### config.mk
export PLATFORM = sky130hd
export DESIGN_NAME = mc8051_fetch_unit_flat
export DESIGN_NICKNAME = d
export VERILOG_FILES = /design/src/rtl/mc8051_fetch_unit_if.sv /design/src/rtl/mc8051_fetch_unit.sv /design/src/flat_wrapper.sv
export SDC_FILE = /design/constraint.sdc
export NUM_CORES = 1
export LEC_CHECK = 0
export CORE_MARGIN = 2
export CORE_UTILIZATION = 53
export DETAILED_ROUTE_END_ITERATION = 12
export PLACE_DENSITY = 0.86
export SLEW_MARGIN = 20
export SYNTH_ARGS = -nofsm -noshare
export SYNTH_HDL_FRONTEND = slang
export SYNTH_SLANG_ARGS = --single-unit
### constraint.sdc
create_clock -name i_clk -period 4.35 [get_ports i_clk]
set_input_delay 1.305 -clock i_clk [delete_from_list [all_inputs] [get_ports i_clk]]
set_output_delay 1.305 -clock i_clk [all_outputs]
set_load 0.02 [all_outputs]
### src/rtl/mc8051_fetch_unit_if.sv
// Program-memory read port of the fetch unit: byte address/request out, ack/data back.
// The fetch unit drives the master side; the program memory answers on the slave side.
interface mc8051_fetch_unit_if #(
  parameter int ADDR_WIDTH = 16
);
  logic [ADDR_WIDTH-1:0] o_rom_addr;
  logic                  o_rom_req;
  logic                  i_rom_ack;
  logic [7:0]            i_rom_data;

  modport master (
    output o_rom_addr,
    output o_rom_req,
    input  i_rom_ack,
    input  i_rom_data
  );

  modport slave (
    input  o_rom_addr,
    input  o_rom_req,
    output i_rom_ack,
    output i_rom_data
  );
endinterface

### src/rtl/mc8051_fetch_unit.sv
// 8051 fetch stage: owns the PC, reads 1-3 instruction bytes per req/ack and holds them for execute.
// Each byte costs one ack plus a one-cycle req gap; the buffer is held until i_exec_done.
module mc8051_fetch_unit #(
  parameter int                    ADDR_WIDTH = 16,
  parameter logic [ADDR_WIDTH-1:0] RESET_PC   = '0
) (
  input  logic                  i_clk,
  input  logic                  i_rst,
  mc8051_fetch_unit_if.master   rom_if,
  output logic [7:0]            o_instr_buffer,
  output logic [7:0]            o_operand1,
  output logic [7:0]            o_operand2,
  output logic [1:0]            o_instr_len,
  output logic                  o_instr_valid,
  output logic [1:0]            o_multi_cycle_times,
  input  logic                  i_cycle_adv,
  input  logic                  i_exec_done,
  input  logic                  i_pc_load,
  input  logic [ADDR_WIDTH-1:0] i_pc_target,
  output logic [ADDR_WIDTH-1:0] o_pc
);

  typedef enum logic [1:0] {S_OP, S_B1, S_B2, S_EXEC} state_t;

  localparam logic [ADDR_WIDTH-1:0] ONE = 1;

  function automatic logic [1:0] f_len(input logic [7:0] op);
    if (op inside {8'h02, 8'h10, 8'h12, 8'h20, 8'h30, 8'h43, 8'h53, 8'h63, 8'h75,
                   8'h85, 8'h90, [8'hB4:8'hBF], 8'hD5})
      return 2'd3;
    if (op[3:0] == 4'h1 ||
        op inside {8'h05, 8'h15, 8'h24, 8'h25, 8'h34, 8'h35, 8'h40, 8'h42, 8'h44, 8'h45,
                   8'h50, 8'h52, 8'h54, 8'h55, 8'h60, 8'h62, 8'h64, 8'h65, 8'h70, 8'h72,
                   8'h74, [8'h76:8'h7F], 8'h80, 8'h82, [8'h86:8'h8F], 8'h92, 8'h94, 8'h95,
                   8'hA0, 8'hA2, [8'hA6:8'hAF], 8'hB0, 8'hB2, 8'hC0, 8'hC2, 8'hC5, 8'hD0,
                   8'hD2, [8'hD8:8'hDF], 8'hE5, 8'hF5})
      return 2'd2;
    return 2'd1;
  endfunction

  state_t                r_state, w_state;
  logic [ADDR_WIDTH-1:0] r_ptr, w_ptr;
  logic [ADDR_WIDTH-1:0] r_pc, w_pc;
  logic [7:0]            r_op, w_op, r_op1, w_op1, r_op2, w_op2;
  logic [1:0]            r_len, w_len, r_mct, w_mct;
  logic                  r_gap, w_gap;
  logic                  w_req, w_acc, w_fetch;
  logic [ADDR_WIDTH-1:0] w_ptr_inc;
  logic [1:0]            w_new_len;

  // r_gap forces the one idle request cycle after each accepted byte and out of reset.
  assign w_fetch   = (r_state != S_EXEC);
  assign w_req     = w_fetch && !r_gap;
  assign w_acc     = w_req && rom_if.i_rom_ack;
  assign w_ptr_inc = r_ptr + ONE;
  assign w_new_len = f_len(rom_if.i_rom_data);

  always_comb begin
    w_state = r_state;
    w_ptr   = r_ptr;
    w_pc    = r_pc;
    w_op    = r_op;
    w_op1   = r_op1;
    w_op2   = r_op2;
    w_len   = r_len;
    w_mct   = r_mct;
    w_gap   = 1'b0;
    case (r_state)
      S_OP: if (w_acc) begin
        w_op  = rom_if.i_rom_data;
        w_op1 = 8'h00;
        w_op2 = 8'h00;
        w_len = w_new_len;
        w_ptr = w_ptr_inc;
        if (w_new_len == 2'd1) begin
          w_state = S_EXEC;
          w_pc    = w_ptr_inc;
          w_mct   = 2'd0;
        end else begin
          w_state = S_B1;
          w_gap   = 1'b1;
        end
      end
      S_B1: if (w_acc) begin
        w_op1 = rom_if.i_rom_data;
        w_ptr = w_ptr_inc;
        if (r_len == 2'd2) begin
          w_state = S_EXEC;
          w_pc    = w_ptr_inc;
          w_mct   = 2'd0;
        end else begin
          w_state = S_B2;
          w_gap   = 1'b1;
        end
      end
      S_B2: if (w_acc) begin
        w_op2   = rom_if.i_rom_data;
        w_ptr   = w_ptr_inc;
        w_state = S_EXEC;
        w_pc    = w_ptr_inc;
        w_mct   = 2'd0;
      end
      default: begin
        if (i_exec_done) begin
          w_state = S_OP;
          w_mct   = 2'd0;
          if (i_pc_load) w_ptr = i_pc_target;
        end else if (i_cycle_adv && r_mct != 2'd3) begin
          w_mct = r_mct + 2'd1;
        end
      end
    endcase
  end

  always_ff @(posedge i_clk or posedge i_rst) begin
    if (i_rst) begin
      r_state <= S_OP;
      r_ptr   <= RESET_PC;
      r_pc    <= RESET_PC;
      r_op    <= 8'h00;
      r_op1   <= 8'h00;
      r_op2   <= 8'h00;
      r_len   <= 2'd1;
      r_mct   <= 2'd0;
      r_gap   <= 1'b1;
    end else begin
      r_state <= w_state;
      r_ptr   <= w_ptr;
      r_pc    <= w_pc;
      r_op    <= w_op;
      r_op1   <= w_op1;
      r_op2   <= w_op2;
      r_len   <= w_len;
      r_mct   <= w_mct;
      r_gap   <= w_gap;
    end
  end

  assign rom_if.o_rom_addr   = r_ptr;
  assign rom_if.o_rom_req    = w_req;
  assign o_instr_buffer      = r_op;
  assign o_operand1          = r_op1;
  assign o_operand2          = r_op2;
  assign o_instr_len         = r_len;
  assign o_instr_valid       = (r_state == S_EXEC);
  assign o_multi_cycle_times = r_mct;
  assign o_pc                = r_pc;

endmodule

### src/flat_wrapper.sv
// flat-port wrapper written by rule: the top's interface ports become plain ports
module mc8051_fetch_unit_flat 
#(
  parameter int                    ADDR_WIDTH = 16,
  parameter logic [ADDR_WIDTH-1:0] RESET_PC   = '0
)
  (i_clk, i_rst, o_instr_buffer, o_operand1, o_operand2, o_instr_len, o_instr_valid, o_multi_cycle_times, i_cycle_adv, i_exec_done, i_pc_load, i_pc_target, o_pc, rom_if_o_rom_addr, rom_if_o_rom_req, rom_if_i_rom_ack, rom_if_i_rom_data);
  mc8051_fetch_unit_if #(.ADDR_WIDTH(ADDR_WIDTH)) rom_if_i ();
  input  logic i_clk;
  input  logic i_rst;
  output logic [7:0] o_instr_buffer;
  output logic [7:0] o_operand1;
  output logic [7:0] o_operand2;
  output logic [1:0] o_instr_len;
  output logic o_instr_valid;
  output logic [1:0] o_multi_cycle_times;
  input  logic i_cycle_adv;
  input  logic i_exec_done;
  input  logic i_pc_load;
  input  logic [ADDR_WIDTH-1:0] i_pc_target;
  output logic [ADDR_WIDTH-1:0] o_pc;
  output wire logic [$bits(rom_if_i.o_rom_addr)-1:0] rom_if_o_rom_addr;
  output wire logic [$bits(rom_if_i.o_rom_req)-1:0] rom_if_o_rom_req;
  input wire logic [$bits(rom_if_i.i_rom_ack)-1:0] rom_if_i_rom_ack;
  input wire logic [$bits(rom_if_i.i_rom_data)-1:0] rom_if_i_rom_data;
  assign rom_if_o_rom_addr = rom_if_i.o_rom_addr;
  assign rom_if_o_rom_req = rom_if_i.o_rom_req;
  assign rom_if_i.i_rom_ack = rom_if_i_rom_ack;
  assign rom_if_i.i_rom_data = rom_if_i_rom_data;
  mc8051_fetch_unit #(.ADDR_WIDTH(ADDR_WIDTH), .RESET_PC(RESET_PC)) u_core (.i_clk(i_clk), .i_rst(i_rst), .rom_if(rom_if_i), .o_instr_buffer(o_instr_buffer), .o_operand1(o_operand1), .o_operand2(o_operand2), .o_instr_len(o_instr_len), .o_instr_valid(o_instr_valid), .o_multi_cycle_times(o_multi_cycle_times), .i_cycle_adv(i_cycle_adv), .i_exec_done(i_exec_done), .i_pc_load(i_pc_load), .i_pc_target(i_pc_target), .o_pc(o_pc));
endmodule
Word-level counts from Yosys, hierarchy flattened
Index checks and enable logic that the tools add are counted.
{"block": "totals", "regBits": 63, "input_bits": 30, "out_inout_bits": 62, "word_cells": 152}
{"block": "classes", "n_addsub": 2, "n_lt_le_gt_ge": 10, "eq_ne": 63, "n_mux": 40, "reduce_logical": 28}
{"op": "equality test 8 x 7 -> 1 bit (second input constant)", "n": 19}
{"op": "equality test 8 bit (second input constant)", "n": 19}
{"op": "2-to-1 mux 16 bit", "n": 8}
{"op": "equality test 8 x 6 -> 1 bit (second input constant)", "n": 6}
{"op": "case mux 16 bit (3 select lines)", "n": 1}
{"op": "nonzero test 41 bit", "n": 1}
{"op": ">= comparator 8 bit (second input constant)", "n": 4}
{"op": "<= comparator 8 bit (second input constant)", "n": 4}
{"op": "2-to-1 mux 2 bit", "n": 16}
{"op": "case mux 8 bit (2 select lines)", "n": 2}
{"op": "equality test 8 x 5 -> 1 bit (second input constant)", "n": 3}
{"op": "adder 16 x 1 -> 16 bit (second input constant)", "n": 1}
{"op": "2-to-1 mux 8 bit", "n": 2}
{"op": "nonzero test 13 bit", "n": 1}
{"op": "inequality test 2 x 1 -> 1 bit (second input constant)", "n": 6}
{"op": "case mux 2 bit (3 select lines)", "n": 2}
{"op": "AND reduction 6 bit", "n": 2}
{"op": "AND reduction 3 bit", "n": 3}
{"op": "equality test 8 x 2 -> 1 bit (second input constant)", "n": 1}
{"op": "equality test 8 x 3 -> 1 bit (second input constant)", "n": 1}
{"op": ">= comparator 8 x 7 -> 1 bit (second input constant)", "n": 1}
{"op": "<= comparator 8 x 7 -> 1 bit (second input constant)", "n": 1}
{"op": "logical AND 1 bit", "n": 8}
{"op": "2-to-1 mux 1 bit", "n": 8}
{"op": "other kinds (16)", "n": 23}

Longest topological paths before layout
{"block": "depth", "depth_word": 12, "depth_mapped": 11, "depth_no_buf": 8}

Worst setup path after synthesis
OpenSTA, ideal clock, no wires.
{"block": "synth_path", "path_kind": "input port to flip-flop", "from": "input port rom_if_i_rom_data[7]", "to": "register u_core.r_pc[1] (netlist: u_core.o_pc[1])", "setup_time_ns": 0.125, "arrival_time_ns": 3.161, "required_ns": 4.225, "setup_slack_ns": 1.064, "path_stages": 10, "n_path_buf": 3, "path_cell_list": "buf_2 nor4b_1 o211ai_1 o2111ai_1 nor4_2 nand2_2 o31a_1 buf_6 buf_8 mux2_4"}
{"block": "synth_between", "elab_chain_len": 11, "word_cells_on_any_way": 76, "cone_classes": "10 x order compare; 51 x eq/ne; 6 x mux; 9 x reduce/logical"}
{"item": "start: declaration", "line_no": "flat_wrapper.sv:25", "source": "input wire logic [$bits(rom_if_i.i_rom_data)-1:0] rom_if_i_rom_data;"}
{"item": ">= comparator 8 x 7 -> 1 bit, or another cell as far along", "line_no": "mc8051_fetch_unit.sv:32", "source": "op inside {8'h05, 8'h15, 8'h24, 8'h25, 8'h34, 8'h35, 8'h40, 8'h42, 8'h44, 8'h45,"}
{"item": "logical AND 1 bit", "line_no": "mc8051_fetch_unit.sv:32"}
{"item": "nonzero test 41 bit", "line_no": "mc8051_fetch_unit.sv:32"}
{"item": "logical OR 1 bit", "line_no": "mc8051_fetch_unit.sv:32"}
{"item": "2-to-1 mux 1 bit (2 in a row)", "line_no": "mc8051_fetch_unit.sv:31", "source": "if (op[3:0] == 4'h1 ||"}
{"item": "2-to-1 mux 2 bit", "line_no": "mc8051_fetch_unit.sv:38", "source": "return 2'd1;"}
{"item": "2-to-1 mux 2 bit (*)", "line_no": "mc8051_fetch_unit.sv:31"}
{"item": "equality test 2 x 1 -> 1 bit (*)", "line_no": "mc8051_fetch_unit.sv:75", "source": "if (w_new_len == 2'd1) begin"}
{"item": "inequality test 2 x 1 -> 1 bit (no source line) (*)"}
{"item": "AND reduction 6 bit (no source line) (*)"}
{"item": "end signal: assignment", "line_no": "mc8051_fetch_unit.sv:129", "source": "r_pc <= w_pc;"}
{"item": "end: declaration", "line_no": "mc8051_fetch_unit.sv:43", "source": "logic [ADDR_WIDTH-1:0] r_pc, w_pc;"}
Mark *: on every way between the ends. The rest lies on a longest branch, timed or not. The select of a mux whose other input is x is not followed.
A chain may end at the register's enable or synchronous reset.

Final worst setup path
{"block": "layout_path", "from": "input port rom_if_i_rom_data[2]", "to": "register u_core.r_pc[7] (netlist: u_core.o_pc[7])"}
The elaborated chain is that of the path after synthesis.

==> results_dict.tcl <==
set metrics [dict create \
    areaGrowthSynthToFinish_pct 34.7 \
    max-vdd-ir-drop_uv 425 \
    final_cells 531 \
    rows 29 \
    cts_tree "built" \
    core_um2 6420 \
    hold_path_end "u_core.o_instr_buffer[6]" \
    io_buffer_count 91 \
    layout.nets 486 \
    maxSlewViolCount 0 \
    mappedNetlistNets 399 \
    worstSkewPairLatency_ns 0.35 \
    dp.cells 516 \
    htreeDepth 3 \
    final_cell_mix "clkdlybuf4s50_1, dfrtp_1, nand2_1" \
    synthCells 363 \
    fillerInstances 446 \
    status "complete, but fails checks" \
    die_w_um 85.8 \
    grt_max_degree 64 \
    drc 4 \
    async_reset_ff_share_pct 100 \
    cts_buffers 9 \
    drtIter0Drc 306 \
    hold_viol 0 \
    min_period_ns 3.79 \
    setup_viol 0 \
    rsz0062_at_grt "no" \
    cts_resized 0 \
    first_pass_iters 10 \
    place_hpwl_um 6730 \
    p_seq_share_pct 29.6 \
    clkTransAtPathRegs_ns 0.07 \
    clkPwrFrac_pct 17.2 \
    grt_overflow 0 \
    drv_cap 0 \
    ff2ff_path_depth 8 \
    slew_headroom_pct 48.4 \
    switchingPower_uw 1490 \
    drive_gt1_share_pct 12.8 \
    post_cts_buffers 0 \
    tightest_slew_ns 0.768 \
    rrSetupSlack_ns 2.00 \
    ys_warn_count 0 \
    cts.sink_count 63 \
    synth_cell_types 60 \
    cts-root-buf "clkbuf_8" \
    hold_path_depth 1 \
    netlist_area_um2 3550 \
    arrival_ns 4.03 \
    endpoint_kind "register" \
    ant_nets 0 \
    switching_share_pct 40.0 \
    n_antenna_cell 0 \
    p_leak_uw 0.00200 \
    grt_pass1_wl_um 15600 \
    hold_class "register to register" \
    timing.rr.end "u_core.o_pc[6]" \
    drt_wl_total_um 9480 \
    clock_skew_ns 0.00954 \
    syn_avg_cell_area_um2 9.78 \
    critPathKind "input port to register" \
    violations "design-rule violations" \
    tns_ns 0 \
    fp.dieH_um 85.8 \
    antenna_found_initial 0 \
    wl_per_cell_um 17.9 \
    num_vias 3208 \
    synthFlopType "dfrtp_1" \
    timing.hold.ws_ns 0.506 \
    cts_buffer_depth 2 \
    p_int_uw 2230 \
    post-route-period-util_pct 87.1 \
    synth-edff-count 0 \
    layout_commonest_cell "clkdlybuf4s50_1" \
    fin_ws_ns 0.560 \
    cp.required_ns 4.59 \
    max_freq_mhz 264 \
    p_comb_share_pct 53.1 \
    ys_ff_latch 63 \
    grt_pass1_vias 3086 \
    powerDensity_nw_per_um2 777 \
    start_kind "input port" \
    initial_core_util_pct 55.3 \
    worstReg2RegStart "u_core.r_state[0]" \
    final_util_pct 74.4 \
    min_from "u_core.o_instr_buffer[6]" \
    crit_fanout 16 \
    ys_seq_area_share_pct 44.5 \
    grt_use_total_pct 27.1 \
    ctsHoldBuffers 0 \
    place.gp.congestion 0.865 \
    via_per_inst 6.04 \
    dieArea_um2 7370 \
    pre_cts_slack_ns 0.260 \
    pin_count 92 \
]
[cell type report]
| cell class | instances | area (um^2) | area share [%] |
|---|---|---|---|
| multi-input combinational | 262 | 1790 | 37.3 |
| sequential | 63 | 1580 | 33.0 |
| timing repair buffer | 105 | 1040 | 21.8 |
| clock buffer | 12 | 155 | 3.25 |
| tap | 77 | 96.3 | 2.02 |
| clock inverter | 3 | 90.1 | 1.88 |
| inverter | 9 | 33.8 | 0.707 |
[power by group through the flow]
stage / combinational, uW / clock [uW] / sequential (uW)
2_1_floorplan: 958 / 0 / 1340
3_3_place_gp: 1910 / 0 / 1090
3_5_place_dp: 1980 / 0 / 1100
4_1_cts: 1980 / 642 / 1100
5_1_grt: 2120 / 668 / 1140
6_report: 1970 / 640 / 1100
[critical path, stage by stage]
cell             delay (ns)
clkdlybuf4s50_1        0.66
or4_1                  0.64
nor4_1                 0.29
a41oi_1                0.11
nand4_1                0.26
o31a_1                 0.23
buf_12                 0.18
mux2_2                 0.35
[state kept, by name, summed over array words and instances (netlist names)]
signal / flops
u_core.r_gap: 1
u_core.r_state: 2
u_core.rom_if.o_rom_addr: 16
u_core.o_pc: 16
u_core.o_multi_cycle_times: 2
u_core.o_instr_len: 2
u_core.o_operand1: 8
u_core.o_operand2: 8
u_core.o_instr_buffer: 8
[logic make-up (layout without fill, tap and decap cells)]
group | after synthesis | in the layout | share of synthesized area [%]
adders and majority gates | 6 | 6 | 2.11
muxes | 26 | 26 | 8.71
AOI/OAI and AO/OA | 90 | 90 | 17.1
and+or+nand+nor | 125 | 125 | 18.6
buffers and inverters | 38 | 129 | 5.22
DFF | 63 | 63 | 44.5
xor gates and xnor gates | 15 | 15 | 3.70
[synthesized netlist by cell type, types with 6 or more instances]
| cell | instances | area, um^2 |
|---|---|---|
| nand2_1 | 31 | 116 |
| nand3_1 | 15 | 75.1 |
| o21ai_0 | 23 | 115 |
| mux2_2 | 15 | 169 |
| ha_1 | 6 | 75.1 |
| a21oi_1 | 16 | 80.1 |
| nor3_1 | 11 | 55.1 |
| buf_2 | 7 | 35.0 |
| clkbuf_1 | 15 | 56.3 |
| inv_1 | 8 | 30.0 |
| a22o_1 | 16 | 140 |
| o211ai_1 | 6 | 45.0 |
| nand4_1 | 7 | 43.8 |
| mux2_4 | 6 | 90.1 |
| xnor2_1 | 11 | 96.3 |
| nor2_1 | 24 | 90.1 |
| dfrtp_1 | 61 | 1530 |
| a22oi_1 | 6 | 45.0 |
[worst max path at each step]
stage	from	endpoint	slack (ns)	cells after the start
floorplan	rom_if_i_rom_data[7]	u_core.o_pc[1]	1.06	10
global placement	rom_if_i_rom_data[6]	u_core.o_pc[11]	0.39	9
detailed placement	rom_if_i_rom_data[2]	u_core.o_pc[7]	0.26	8
CTS	rom_if_i_rom_data[2]	u_core.o_pc[7]	0.63	8
global route	rom_if_i_rom_data[2]	u_core.o_pc[8]	0.45	8
finish	rom_if_i_rom_data[2]	u_core.o_pc[7]	0.56	8
[per-layer routing]
metal / wire (um) / global-route usage (%)
met5: 0 / 0
met4: 190 / 9.81
met3: 574 / 6.54
met2: 4580 / 41.9
met1: 4130 / 37.4
[metrics by stage]
stage	instance area (um^2)	total power (uW)
after global placement	4540	3010
after CTS	4780	3720
after global routing	4780	3930
after floorplan	3550	2300
final	4780	3710
after detailed placement	4540	3080
(Power assumes the default switching activity.)
